--- config.mk ---
export PLATFORM = sky130hd
export DESIGN_NAME = poly_mv_mult_scheduler
export DESIGN_NICKNAME = d
export VERILOG_FILES = /design/src/rtl/poly_mv_mult_scheduler.sv
export SDC_FILE = /design/constraint.sdc
export NUM_CORES = 1
export LEC_CHECK = 0
export ABC_AREA = 1
export BUFFER_PORTS_ARGS = -buffer_cell sky130_fd_sc_hd__buf_4
export CAP_MARGIN = 25
export CORE_MARGIN = 2
export CORE_UTILIZATION = 47
export CTS_CLUSTER_DIAMETER = 40
export DETAILED_ROUTE_END_ITERATION = 7
export PLACE_DENSITY_LB_ADDON = 0.1
export SLEW_MARGIN = 20
export SYNTH_ARGS = -nofsm -noshare
export SYNTH_HDL_FRONTEND = slang
export SYNTH_SLANG_ARGS = --single-unit
--- constraint.sdc ---
create_clock -name clk_i -period 3.81 [get_ports clk_i]
set_clock_uncertainty 0.05 [all_clocks]
set_input_delay 0.1905 -clock clk_i [delete_from_list [all_inputs] [get_ports clk_i]]
set_output_delay 0.1905 -clock clk_i [all_outputs]
set_load 0.1 [all_outputs]
--- src/rtl/poly_mv_mult_scheduler.sv ---
// Walks the shared polynomial multiplier through every A[i][j]*s[j] product of one
// matrix-vector job, driving base addresses, overwrite/accumulate and the start/done handshake.
module poly_mv_mult_scheduler #(
   parameter int ADDR_W     = 12,
   parameter int POLY_WORDS = 64,
   parameter int MAX_RANK   = 4,
   parameter int A_BASE     = 0,
   parameter int S_BASE     = 1024,
   parameter int R_BASE     = 1280,
   parameter int TIMEOUT    = 16383
) (
   input  logic              clk_i,
   input  logic              reset_i,
   input  logic              start_i,
   input  logic [2:0]        rank_i,
   input  logic              transpose_i,
   input  logic              abort_i,
   input  logic              mult_done_i,
   output logic              mult_start_o,
   output logic              mult_acc_o,
   output logic [ADDR_W-1:0] a_base_o,
   output logic [ADDR_W-1:0] s_base_o,
   output logic [ADDR_W-1:0] res_base_o,
   output logic [1:0]        row_idx_o,
   output logic [1:0]        col_idx_o,
   output logic              busy_o,
   output logic              done_o,
   output logic              error_o
);

   localparam int CNT_W = ($clog2(TIMEOUT + 1) > 14) ? $clog2(TIMEOUT + 1) : 14;

   typedef enum logic [2:0] {
      ST_IDLE,
      ST_ISSUE,
      ST_WAIT,
      ST_NEXT,
      ST_FINISH
   } state_t;

   state_t            state_q, state_d;
   logic [1:0]        i_q, i_d;
   logic [1:0]        j_q, j_d;
   logic [2:0]        rank_q, rank_d;
   logic              trans_q, trans_d;
   logic [CNT_W-1:0]  cnt_q, cnt_d;
   logic              error_q, error_d;

   logic              mult_start_q;
   logic              mult_acc_q;
   logic              busy_q;
   logic              done_q;
   logic [ADDR_W-1:0] a_base_q, s_base_q, res_base_q;
   logic [1:0]        row_q, col_q;

   logic              rank_ok;
   logic              last_prod;
   logic [1:0]        rank_m1;
   logic              issue_d;
   logic [ADDR_W-1:0] idx_d, a_base_d, s_base_d, res_base_d;

   assign rank_ok   = (rank_i >= 3'd2) && (rank_i <= 3'(MAX_RANK));
   assign rank_m1   = 2'(rank_q - 3'd1);
   assign last_prod = (i_q == rank_m1) && (j_q == rank_m1);

   always_comb begin
      state_d = state_q;
      i_d     = i_q;
      j_d     = j_q;
      rank_d  = rank_q;
      trans_d = trans_q;
      error_d = error_q;
      cnt_d   = '0;
      case (state_q)
         ST_IDLE: begin
            if (start_i) begin
               if (rank_ok) begin
                  state_d = ST_ISSUE;
                  i_d     = 2'd0;
                  j_d     = 2'd0;
                  rank_d  = rank_i;
                  trans_d = transpose_i;
                  error_d = 1'b0;
               end else begin
                  error_d = 1'b1;
               end
            end
         end
         ST_ISSUE: state_d = ST_WAIT;
         ST_WAIT: begin
            if (mult_done_i) begin
               state_d = ST_NEXT;
            end else if (cnt_q == CNT_W'(TIMEOUT - 1)) begin
               state_d = ST_IDLE;
               error_d = 1'b1;
            end else begin
               cnt_d = cnt_q + 1'b1;
            end
         end
         ST_NEXT: begin
            if (j_q != rank_m1) begin
               j_d = j_q + 2'd1;
            end else begin
               j_d = 2'd0;
               i_d = i_q + 2'd1;
            end
            state_d = last_prod ? ST_FINISH : ST_ISSUE;
         end
         ST_FINISH: state_d = ST_IDLE;
         default:   state_d = ST_IDLE;
      endcase
      // Abort outranks both completion and timeout and leaves the error flag alone.
      if (abort_i && (state_q != ST_IDLE)) begin
         state_d = ST_IDLE;
         error_d = error_q;
      end
   end

   // Operand/result addresses are computed for the product about to be issued so they
   // are registered alongside mult_start.
   assign issue_d    = (state_d == ST_ISSUE);
   assign idx_d      = trans_d ? (ADDR_W'(j_d) * ADDR_W'(rank_d) + ADDR_W'(i_d))
                               : (ADDR_W'(i_d) * ADDR_W'(rank_d) + ADDR_W'(j_d));
   assign a_base_d   = ADDR_W'(A_BASE) + idx_d * ADDR_W'(POLY_WORDS);
   assign s_base_d   = ADDR_W'(S_BASE) + ADDR_W'(j_d) * ADDR_W'(POLY_WORDS);
   assign res_base_d = ADDR_W'(R_BASE) + ADDR_W'(i_d) * ADDR_W'(POLY_WORDS);

   always_ff @(posedge clk_i or posedge reset_i) begin
      if (reset_i) begin
         state_q      <= ST_IDLE;
         i_q          <= '0;
         j_q          <= '0;
         rank_q       <= '0;
         trans_q      <= 1'b0;
         cnt_q        <= '0;
         error_q      <= 1'b0;
         mult_start_q <= 1'b0;
         mult_acc_q   <= 1'b0;
         busy_q       <= 1'b0;
         done_q       <= 1'b0;
         a_base_q     <= '0;
         s_base_q     <= '0;
         res_base_q   <= '0;
         row_q        <= '0;
         col_q        <= '0;
      end else begin
         state_q      <= state_d;
         i_q          <= i_d;
         j_q          <= j_d;
         rank_q       <= rank_d;
         trans_q      <= trans_d;
         cnt_q        <= cnt_d;
         error_q      <= error_d;
         mult_start_q <= issue_d;
         busy_q       <= (state_d == ST_ISSUE) || (state_d == ST_WAIT) || (state_d == ST_NEXT);
         done_q       <= (state_d == ST_FINISH);
         if (issue_d) begin
            a_base_q   <= a_base_d;
            s_base_q   <= s_base_d;
            res_base_q <= res_base_d;
            mult_acc_q <= (j_d != 2'd0);
            row_q      <= i_d;
            col_q      <= j_d;
         end
      end
   end

   // A same-cycle abort must suppress a start or done pulse that is already registered.
   assign mult_start_o = mult_start_q & ~abort_i;
   assign done_o       = done_q & ~abort_i;
   assign mult_acc_o   = mult_acc_q;
   assign a_base_o     = a_base_q;
   assign s_base_o     = s_base_q;
   assign res_base_o   = res_base_q;
   assign row_idx_o    = row_q;
   assign col_idx_o    = col_q;
   assign busy_o       = busy_q;
   assign error_o      = error_q;

endmodule

Yosys cells after proc, flatten, opt, wreduce, memory -nomap -nowiden:

Cells that the tools add are included.

* bits in registers: 64
* bits of input ports: 9
* output and inout bits: 45
* word-level logic and storage cells: 86

* add/subtract/negate cells: 8
* multiply operators: 2
* order comparisons: 2
* equality and inequality tests: 14
* mux-type cells: 30
* bitwise logic cells: 4
* reductions and logical operators: 10

Operator list (count)
* 14-bit two-way mux: 3
* 3-bit two-way mux: 9
* 11-bit by 8-bit adder with 12-bit output (first input constant): 2
* 14-bit by 1-bit adder with 14-bit output (second input constant): 1
* 14-bit equality test (second input constant): 1
* 5-bit by 2-bit adder with 6-bit output: 2
* 3-bit by 2-bit equality test with 1-bit output (second input constant): 4
* 2-bit two-way mux: 6
* 3-bit case mux with 4 select lines: 1
* 2-bit by 3-bit multiplier with 5-bit output: 2
* 2-bit case mux with 2 select lines: 2
* 1-bit two-way mux: 7
* 3-bit by 1-bit equality test with 1-bit output (second input constant): 2
* 6-bit two-way mux: 1
* 2-bit != test (second input constant): 3
* 5-bit AND reduction: 1
* 2-bit by 1-bit adder with 2-bit output (second input constant): 2
* 2-bit equality test: 2
* 2-bit nonzero test: 2
* 3-bit equality test (second input constant): 1
* 3-bit by 2-bit greater-or-equal comparator with 1-bit output (second input constant): 1
* 3-bit <= comparator (second input constant): 1
* 1-bit logical AND: 3
* 3-bit zero test: 1
* 7 further kinds: 10

Logic depth before layout (Yosys ltp):

Gate-level depths: netlist of run 1.

* depth after elaboration: 9
* gate-level depth with buffers: 18
* depth with buffers taken out: 18

Worst setup path after synthesis of run 1:

OpenSTA, ideal clock, no wires.

* kind: register to register
* start point: reg state_q[1]
* end point: reg a_base_q[9], in the netlist a_base_o[9]
* setup time: 120 ps
* arrival: 2784 ps
* data required time: 3640 ps
* slack: 856 ps
* stages on the path, launching flop included: 18
* clock period less this slack: 2954 ps
* path through: dfrtp_1 nor2_1 nand2_1 nor2_4 nand2_1 nand2_1 o21ai_0 inv_1 nand2_1 fa_1 inv_1 ha_1 fa_1 xor2_1 nand3_1 nand2_1 nand3_1 nand2_1

* longest elaborated chain between the ends: 5
* elaborated cells on any way between the ends: 22
* those cells by class: 2 x add/sub; 2 x mul; 4 x eq/ne; 11 x mux; 3 x reduce/logical

Ends and longest elaborated chain
* start: declaration: line 41 `state_t state_q, state_d;`
* start signal: assignment: line 147 `state_q <= state_d;`
* 3-bit zero test (*): line 74 `case (state_q)`
* 3-bit two-way mux (*): line 74
* net rank_d[0]: line 44 `logic [2:0] rank_q, rank_d;`
* 2-bit by 3-bit multiplier with 5-bit output, on equally long branches: line 123, 122
* 5-bit by 2-bit adder with 6-bit output, on equally long branches: line 123, 122
* 6-bit two-way mux (*): line 122 `assign idx_d = trans_d ? (ADDR_W'(j_d) * ADDR_W'(rank_d) + ADDR_W'(i_d))`
* end signal: assignment: line 158 `a_base_q <= a_base_d;`
* end: declaration: line 53 `logic [ADDR_W-1:0] a_base_q, s_base_q, res_base_q;`

The timed path passes the listed nets; every way through them passes the cells marked *.
A chain may end at the register's enable or synchronous reset.

Final worst setup path of run 1:

Ends and elaborated chain as after synthesis.

==> reports/metrics.yaml, run 1 <==
outcome:
  status: "completed"
setup_path:
  end_kind: "flip-flop"
  worstPathRequired_ns: 3.96
  path_max_fanout: 8
  crit_path_start_kind: "flip-flop"
  reg2reg_depth: 15
  r2r_slack_ns: 0.56
  path_cells: "nor2_1, nand2_1, nor2_4, nand2_1, a21oi_1, nand2_1, fa_1, inv_1, ha_1, fa_1, xor2_1, nand2_1, nand2_1, nand3_1, nand2_1"
  worst_path_largest_cell_delay_ns: 0.52
  slowest_stage: "fa_1"
  path_class: "reg -> reg"
  arrival_ns: 3.40
  cpMostUsedCell: "nand2_1"
flow_run:
  cap_viol_max_count: 0
drt:
  vias_per_cell: 4.725
  drt_iter0_drc: 90
  post_drt_wl_per_cell_um: 12.14
  dr_total_vias: 2027
  routed_wl_um: 5208
  remaining_drc_errors: 0
  ant_nets: 0
  dr.pass1.iters: 4
cts:
  cts.sinks: 40
  cts.clk_slew.worst_paths_ns: 0.09
  clock-root-buffer: "clkbuf_8"
  cts_tree: "done"
  cts_buffers: 5
  cts_max_path_buffers: 2
  h-tree-depth: 2
  clkLatencyLatePin_ns: 0.30
hold_path:
  hold_path_depth: 2
  hold_class: "in -> reg"
logic_synthesis:
  syn_area_um2: 2574
  synth-seq-cells: 40
  ys_seq_area_frac: 0.3889
  synth_warnings: 0
  synthDistinctLibCells: 27
  syn-mean-instance-area_um2: 7.776
  netlist_instances: 331
sta:
  period_minus_slack_ns: 3.247
  tns_ns: 0
  rsz0062_at_grt: "no"
  drv_slew: 0
  fmax_mhz: 307.9
  tightest_slew_ns: 0.8847
  setup_viol_count_final: 0
  fin_crit_sh: 0.8523
  relSlewSlack: 0.4102
  hold_violations: 0
power:
  p_sw_uw: 1395
  intPower_uw: 1075
  p_sw_frac: 0.5647
  p_clk_frac: 0.147
  seq_power_share: 0.249
  ir_drop_v: 0.0005140
  pwr_density_cell_nw_per_um2: 868.0
  p_comb_frac: 0.605
  power.leakage_uw: 0.001581
floorplan:
  start_util: 0.4945
  core_um2: 5205
  die_h_um: 78
  io_pins: 54
  die_w_um: 78
  die-area_um2: 6084
  rows: 26
global_routing:
  antenna_found_initial: 0
  grt_usage: 0.1909
  grt_max_degree: 24
  overflow: 0
  grt_pass1_vias: 2012
  grt_pass1_wl_um: 9039
place:
  io_buffers: 29
  dp_hpwl_um: 4020
  dp.cells: 420
  routabilityCongestion: 0.8357
  dpl-instance-area_um2: 2720
final_layout:
  finalNetCount: 383
  fin_cells: 429
  area_growth_syn_to_layout_pct: 10.55
  antennaDiodeCount: 0
  fin_area_um2: 2845
  drive_above_1_share: 0.1226
  nFillCells: 524
## routing by layer
layer  track usage  up-vias  share of wire
li1              -     1042              -
met1        0.2466      942           0.47
met2        0.3155       36           0.48
met3       0.03953        7          0.029
met4       0.07193        0          0.019
met5             0        -              0
## metrics by stage
step	hold WS, ns	worst slack [ns]	utilization	total power, uW
2_1_floorplan	0.2121	0.8560	-	1873
3_3_place_gp	0.2916	0.6601	0.5226	2123
3_5_place_dp	0.2942	0.5711	0.5226	2121
4_1_cts	0.03337	0.5726	0.5466	2486
5_1_grt	0.03524	0.2087	0.5466	2671
6_report	0.03426	0.5627	0.5466	2470
## power by group through the flow
| stage | combinational [uW] | sequential [uW] | clock, uW |
|---|---|---|---|
| 2_1_floorplan | 930 | 942 | 0 |
| 3_3_place_gp | 1500 | 622 | 0 |
| 3_5_place_dp | 1500 | 622 | 0 |
| 4_1_cts | 1510 | 614 | 367 |
| 5_1_grt | 1650 | 627 | 391 |
| 6_report | 1490 | 615 | 362 |
## cells in the final DEF, fill, tap and decap left out, types with 4 or more instances in the layout
cell type and count:
buf_4 30, dfrtp_1 40, nor3_1 8, nand3_1 42, fa_1 4, nor2_1 36, ha_1 12, inv_1 40
conb_1 24, clkbuf_8 5, xor2_1 7, a21oi_1 13, xnor2_1 4, nand2_1 75
## what timing repair did
| action | 4_1_cts | 5_1_grt |
|---|---|---|
| hold buffers | 1 | 0 |
| gates resized for setup | 0 | 0 |
| endpoints found under the hold margin | 17 | 0 |
| buffers inserted | 0 | 0 |
## layout make-up
type                    instances  area [um2]  share of cell area
multi-input cells             240        1256              0.4415
flip-flops and latches         40        1001              0.3518
repair buffers                 31       235.2             0.08267
inverters                      40       150.1             0.05277
well taps                      70       87.58             0.03078
clock buffers                   5       68.82             0.02419
clock inverters                 3       46.29             0.01627
## final timing paths
path	start	end
min in group asynchronous	reset_i	a_base_o[7]
worst max-delay path	state_q[1]	a_base_o[9]
worst max register to register	state_q[1]	a_base_o[9]
max in group asynchronous	reset_i	cnt_q[0]
worst min-delay path	abort_i	state_q[2]
worst min register to register	cnt_q[0]	cnt_q[0]
## cells by family after synthesis
family	after synthesis	synth area share
AOI/OAI and AO/OA	15	0.02917
DFF	40	0.3889
and+or+nand+nor	174	0.2970
adders and majority gates	16	0.08945
xor gates and xnor gates	11	0.03743
other	1	0.001457
buffers and inverters	74	0.1565
## registers in the layout, indices dropped and copies added, names as in the netlist
name          flops
cnt_q            14
a_base_o          5
rank_q            3
state_q           3
i_q               2
j_q               2
res_base_o        2
busy_o            1
col_idx_o         1
done_q            1
error_o           1
mult_acc_o        1
mult_start_q      1
row_idx_o         1
s_base_o          1
trans_q           1
## critical path, delay by kind of cell (launching register included)
family	cells	cell delay, ns
adders and majority gates	3	1.12
and+or+nand+nor	9	1.05
DFF	1	0.40
AOI/OAI and AO/OA	1	0.33
xor gates and xnor gates	1	0.15
buffers and inverters	1	0.04
## Yosys cell counts
| cell type | count | area share |
|---|---|---|
| buf_2 | 1 | 0.0019 |
| fa_1 | 4 | 0.031 |
| and3b_1 | 1 | 0.0034 |
| nand3_1 | 42 | 0.082 |
| buf_6 | 1 | 0.0044 |
| or2_2 | 1 | 0.0024 |
| nand4_1 | 1 | 0.0024 |
| nor3_1 | 8 | 0.016 |
| nand3_2 | 1 | 0.0039 |
| nand2_2 | 2 | 0.0049 |
| conb_1 | 1 | 0.0015 |
| xor2_1 | 7 | 0.024 |
| a21oi_1 | 13 | 0.025 |
| dfrtp_1 | 40 | 0.39 |
| nor2_1 | 36 | 0.053 |
| o21ai_0 | 2 | 0.0039 |
| ha_1 | 12 | 0.058 |
| nor3b_1 | 2 | 0.0058 |
| buf_4 | 31 | 0.090 |
| clkbuf_1 | 1 | 0.0015 |
| nor2_4 | 1 | 0.0044 |
| inv_1 | 40 | 0.058 |
| and3_1 | 1 | 0.0024 |
| nand2_1 | 75 | 0.11 |
| nor2_2 | 1 | 0.0024 |
| nand3b_1 | 2 | 0.0058 |
| xnor2_1 | 4 | 0.014 |
Power figures use the tool's default switching activity.
==> run 2: changes to the inputs <==
--- a/config.mk
+++ b/config.mk
@@ -14,4 +14,5 @@
 export DETAILED_ROUTE_END_ITERATION = 7
 export PLACE_DENSITY_LB_ADDON = 0.1
+export REMOVE_ABC_BUFFERS = 1
 export SLEW_MARGIN = 20
 export SYNTH_ARGS = -nofsm -noshare
==> constraint.sdc (replaced) <==
create_clock -name clk_i -period 3.81 [get_ports clk_i]
set_clock_uncertainty 0.05 [all_clocks]
set_input_delay 0 -clock clk_i [delete_from_list [all_inputs] [get_ports clk_i]]
set_output_delay 0 -clock clk_i [all_outputs]
set_load 0.1 [all_outputs]
==> run 2 against run 1 <==
  * Sequential share of layout area fell by 0.14 points
  * Critical path type unchanged
  * Largest power group unchanged
  * Critical path depth unchanged
  * Largest cell class unchanged
  * Utilization increased by 0.22 points
  * Via count grew 1.4%
==> reports/metrics.yaml, run 2 (same netlist as run 1, synthesis figures left out) <==
outcome:
  status: "completed"
floorplan:
  rows: 26  # unchanged
  die_w_um: 78  # unchanged
  start_util: 0.4945  # unchanged
  die-area_um2: 6084  # unchanged
  core_um2: 5205  # unchanged
  io_pins: 54  # unchanged
  die_h_um: 78  # unchanged
setup_path:
  arrival_ns: 3.44  # +0.04 ns
  endpoint: "a_base_o[9]"
  worstPathRequired_ns: 4.00  # +0.04 ns
  reg2reg_depth: 15  # unchanged
  crit_path_start_kind: "flip-flop"
  worstReg2RegStart: "state_q[1]"
  path_class: "reg -> reg"
  cp-startpoint: "state_q[1]"
  end_kind: "flip-flop"
  r2r_slack_ns: 0.56  # about the same
  path_max_fanout: 8  # unchanged
  worstReg2RegEnd: "a_base_o[9]"
final_layout:
  nFillCells: 519  # -0.95%
  largest_reg_flops: 14  # unchanged
  area_growth_syn_to_layout_pct: 10.99
  fin_cells: 430  # +0.23%
  final_common_cell: "nand2_1"
  regMostFlops: "cnt_q"
  antennaDiodeCount: 0  # unchanged
  final_core_util: 0.5488  # +0.002163
  finalNetCount: 384  # +0.26%
  final_cell_mix: "nand2_1 (75), nand3_1 (42), inv_1 (40), dfrtp_1 (40), nor2_1 (36)"
  drive_above_1_share: 0.1222  # -0.0003405
global_routing:
  antenna_found_initial: 0  # unchanged
  grt_pass1_vias: 1887  # -6.2%
  grt_pass1_wl_um: 8776  # -2.9%
  grt_usage: 0.1822  # -0.008780
  grt_max_degree: 41  # +71%
  overflow: 0  # unchanged
cts:
  cts_buffers: 5  # unchanged
  h-tree-depth: 2  # unchanged
  cts_resized: 0  # unchanged
  clkLatencyLatePin_ns: 0.30  # about the same
  cts.sinks: 40  # unchanged
  clock-root-buffer: "clkbuf_8"
  cts.clk_slew.worst_paths_ns: 0.08  # about the same
  cts_tree: "done"
  cts_max_path_buffers: 2  # unchanged
power:
  seq_power_share: 0.250  # about the same
  p_clk_frac: 0.146  # about the same
  total_power_uw: 2466  # -0.15%
  p_sw_uw: 1389  # -0.38%
  intPower_uw: 1077  # +0.14%
  ir_drop_v: 0.0005977  # +16%
  p_comb_frac: 0.605  # about the same
  pwr_density_cell_nw_per_um2: 863.2  # -0.54%
  p_sw_frac: 0.5634  # -0.001279
  power.leakage_uw: 0.001588  # +0.49%
drt:
  drt_iter0_drc: 99  # +10%
  remaining_drc_errors: 0  # unchanged
  ant_nets: 0  # unchanged
  dr.pass1.iters: 5  # +1
  post_drt_wl_per_cell_um: 11.63  # -4.2%
  vias_per_cell: 4.781  # +1.2%
  routed_wl_um: 5003  # -3.9%
  dr_total_vias: 2056  # +1.4%
sta:
  relSlewSlack: 0.4705  # +0.06035
  fin_crit_sh: 0.8529  # about the same
  setup_viol_count_final: 0  # unchanged
  tns_ns: 0  # unchanged
  drv_slew: 0  # unchanged
  hold_violations: 0  # unchanged
  period_minus_slack_ns: 3.249  # +0.002077 ns
  fmax_mhz: 307.8  # about the same
  rsz0062_at_grt: "no"
  tightest_slew_ns: 0.7942  # -0.09053 ns
  fin_hold_ws_ns: 0.02053  # -0.01373 ns
hold_path:
  hold_class: "in -> reg"
place:
  dp_hpwl_um: 3853  # -4.1%
  routabilityCongestion: 0.8228  # -1.5%
  dp.cells: 420  # unchanged
  io_buffers: 29  # unchanged
flow_run:
  cap_viol_max_count: 0  # unchanged
run 2: cell count changes in the layout (fill, tap and decap cells not counted):
cell           previous run  this run
clkinvlp_4                1         0
clkinv_4                  0         2
inv_6                     1         0
dlygate4sd3_1             1         2
run 2: repair_timing:
action,CTS,global route
endpoints found under the hold margin,42,0
buffers inserted,0,0
hold buffers,2,0
run 2: per-stage QoR:
stage                     setup WS [ns]  cell area [um2]
after floorplan                  0.8510             2407
after global placement           0.6722             2720
after detailed placement         0.5634             2720
after CTS                        0.5551             2856
after global routing             0.2458             2856
final                            0.5606             2856
run 2: layout make-up:
cell class                 count  area (um2)  area share
tap                           70       87.58     0.03066
timing repair buffer          32       245.2     0.08585
sequential                    40        1001      0.3504
multi-input combinational    240        1256      0.4398
clock buffer                   5       68.82     0.02409
inverter                      40       150.1     0.05256
clock inverter                 3       47.55     0.01664
run 2: worst min-delay path by stage:
stage               startpoint            end  slack [ns]  cells past startpoint
detailed placement     reset_i    a_base_o[8]        0.11                      3
global route         rank_i[0]      rank_q[0]        0.09                      3
finish               rank_i[0]      rank_q[0]        0.02                      3
global placement       reset_i  res_base_o[8]        0.11                      3
floorplan              abort_i         done_q        0.02                      1
CTS                  rank_i[0]      rank_q[0]        0.02                      3
run 2: per-layer routing:
| metal | GRT usage | part of all wire |
|---|---|---|
| met1 | 0.2554 | 0.49 |
| met2 | 0.2836 | 0.45 |
| met3 | 0.03837 | 0.048 |
| met4 | 0.05614 | 0.011 |
| met5 | 0 | 0 |
run 2: power by group through the flow:
stage | Combinational [uW] | Sequential [uW] | Clock, uW
final | 1490 | 615 | 359
after global routing | 1640 | 629 | 388
after CTS | 1500 | 617 | 366
after detailed placement | 1500 | 623 | 0
after global placement | 1490 | 624 | 0
after floorplan | 758 | 1040 | 0
run 2: worst max-delay path, stage by stage (launching register included):
cell	delay [ns]
dfrtp_1	0.39
nor2_1	0.15
nand2_1	0.17
nor2_4	0.16
nand2_1	0.18
a21oi_1	0.34
nand2_1	0.12
fa_1	0.51
inv_1	0.04
ha_1	0.22
fa_1	0.38
xor2_1	0.14
nand3_1	0.09
nand2_1	0.08
nand3_1	0.07
nand2_1	0.09
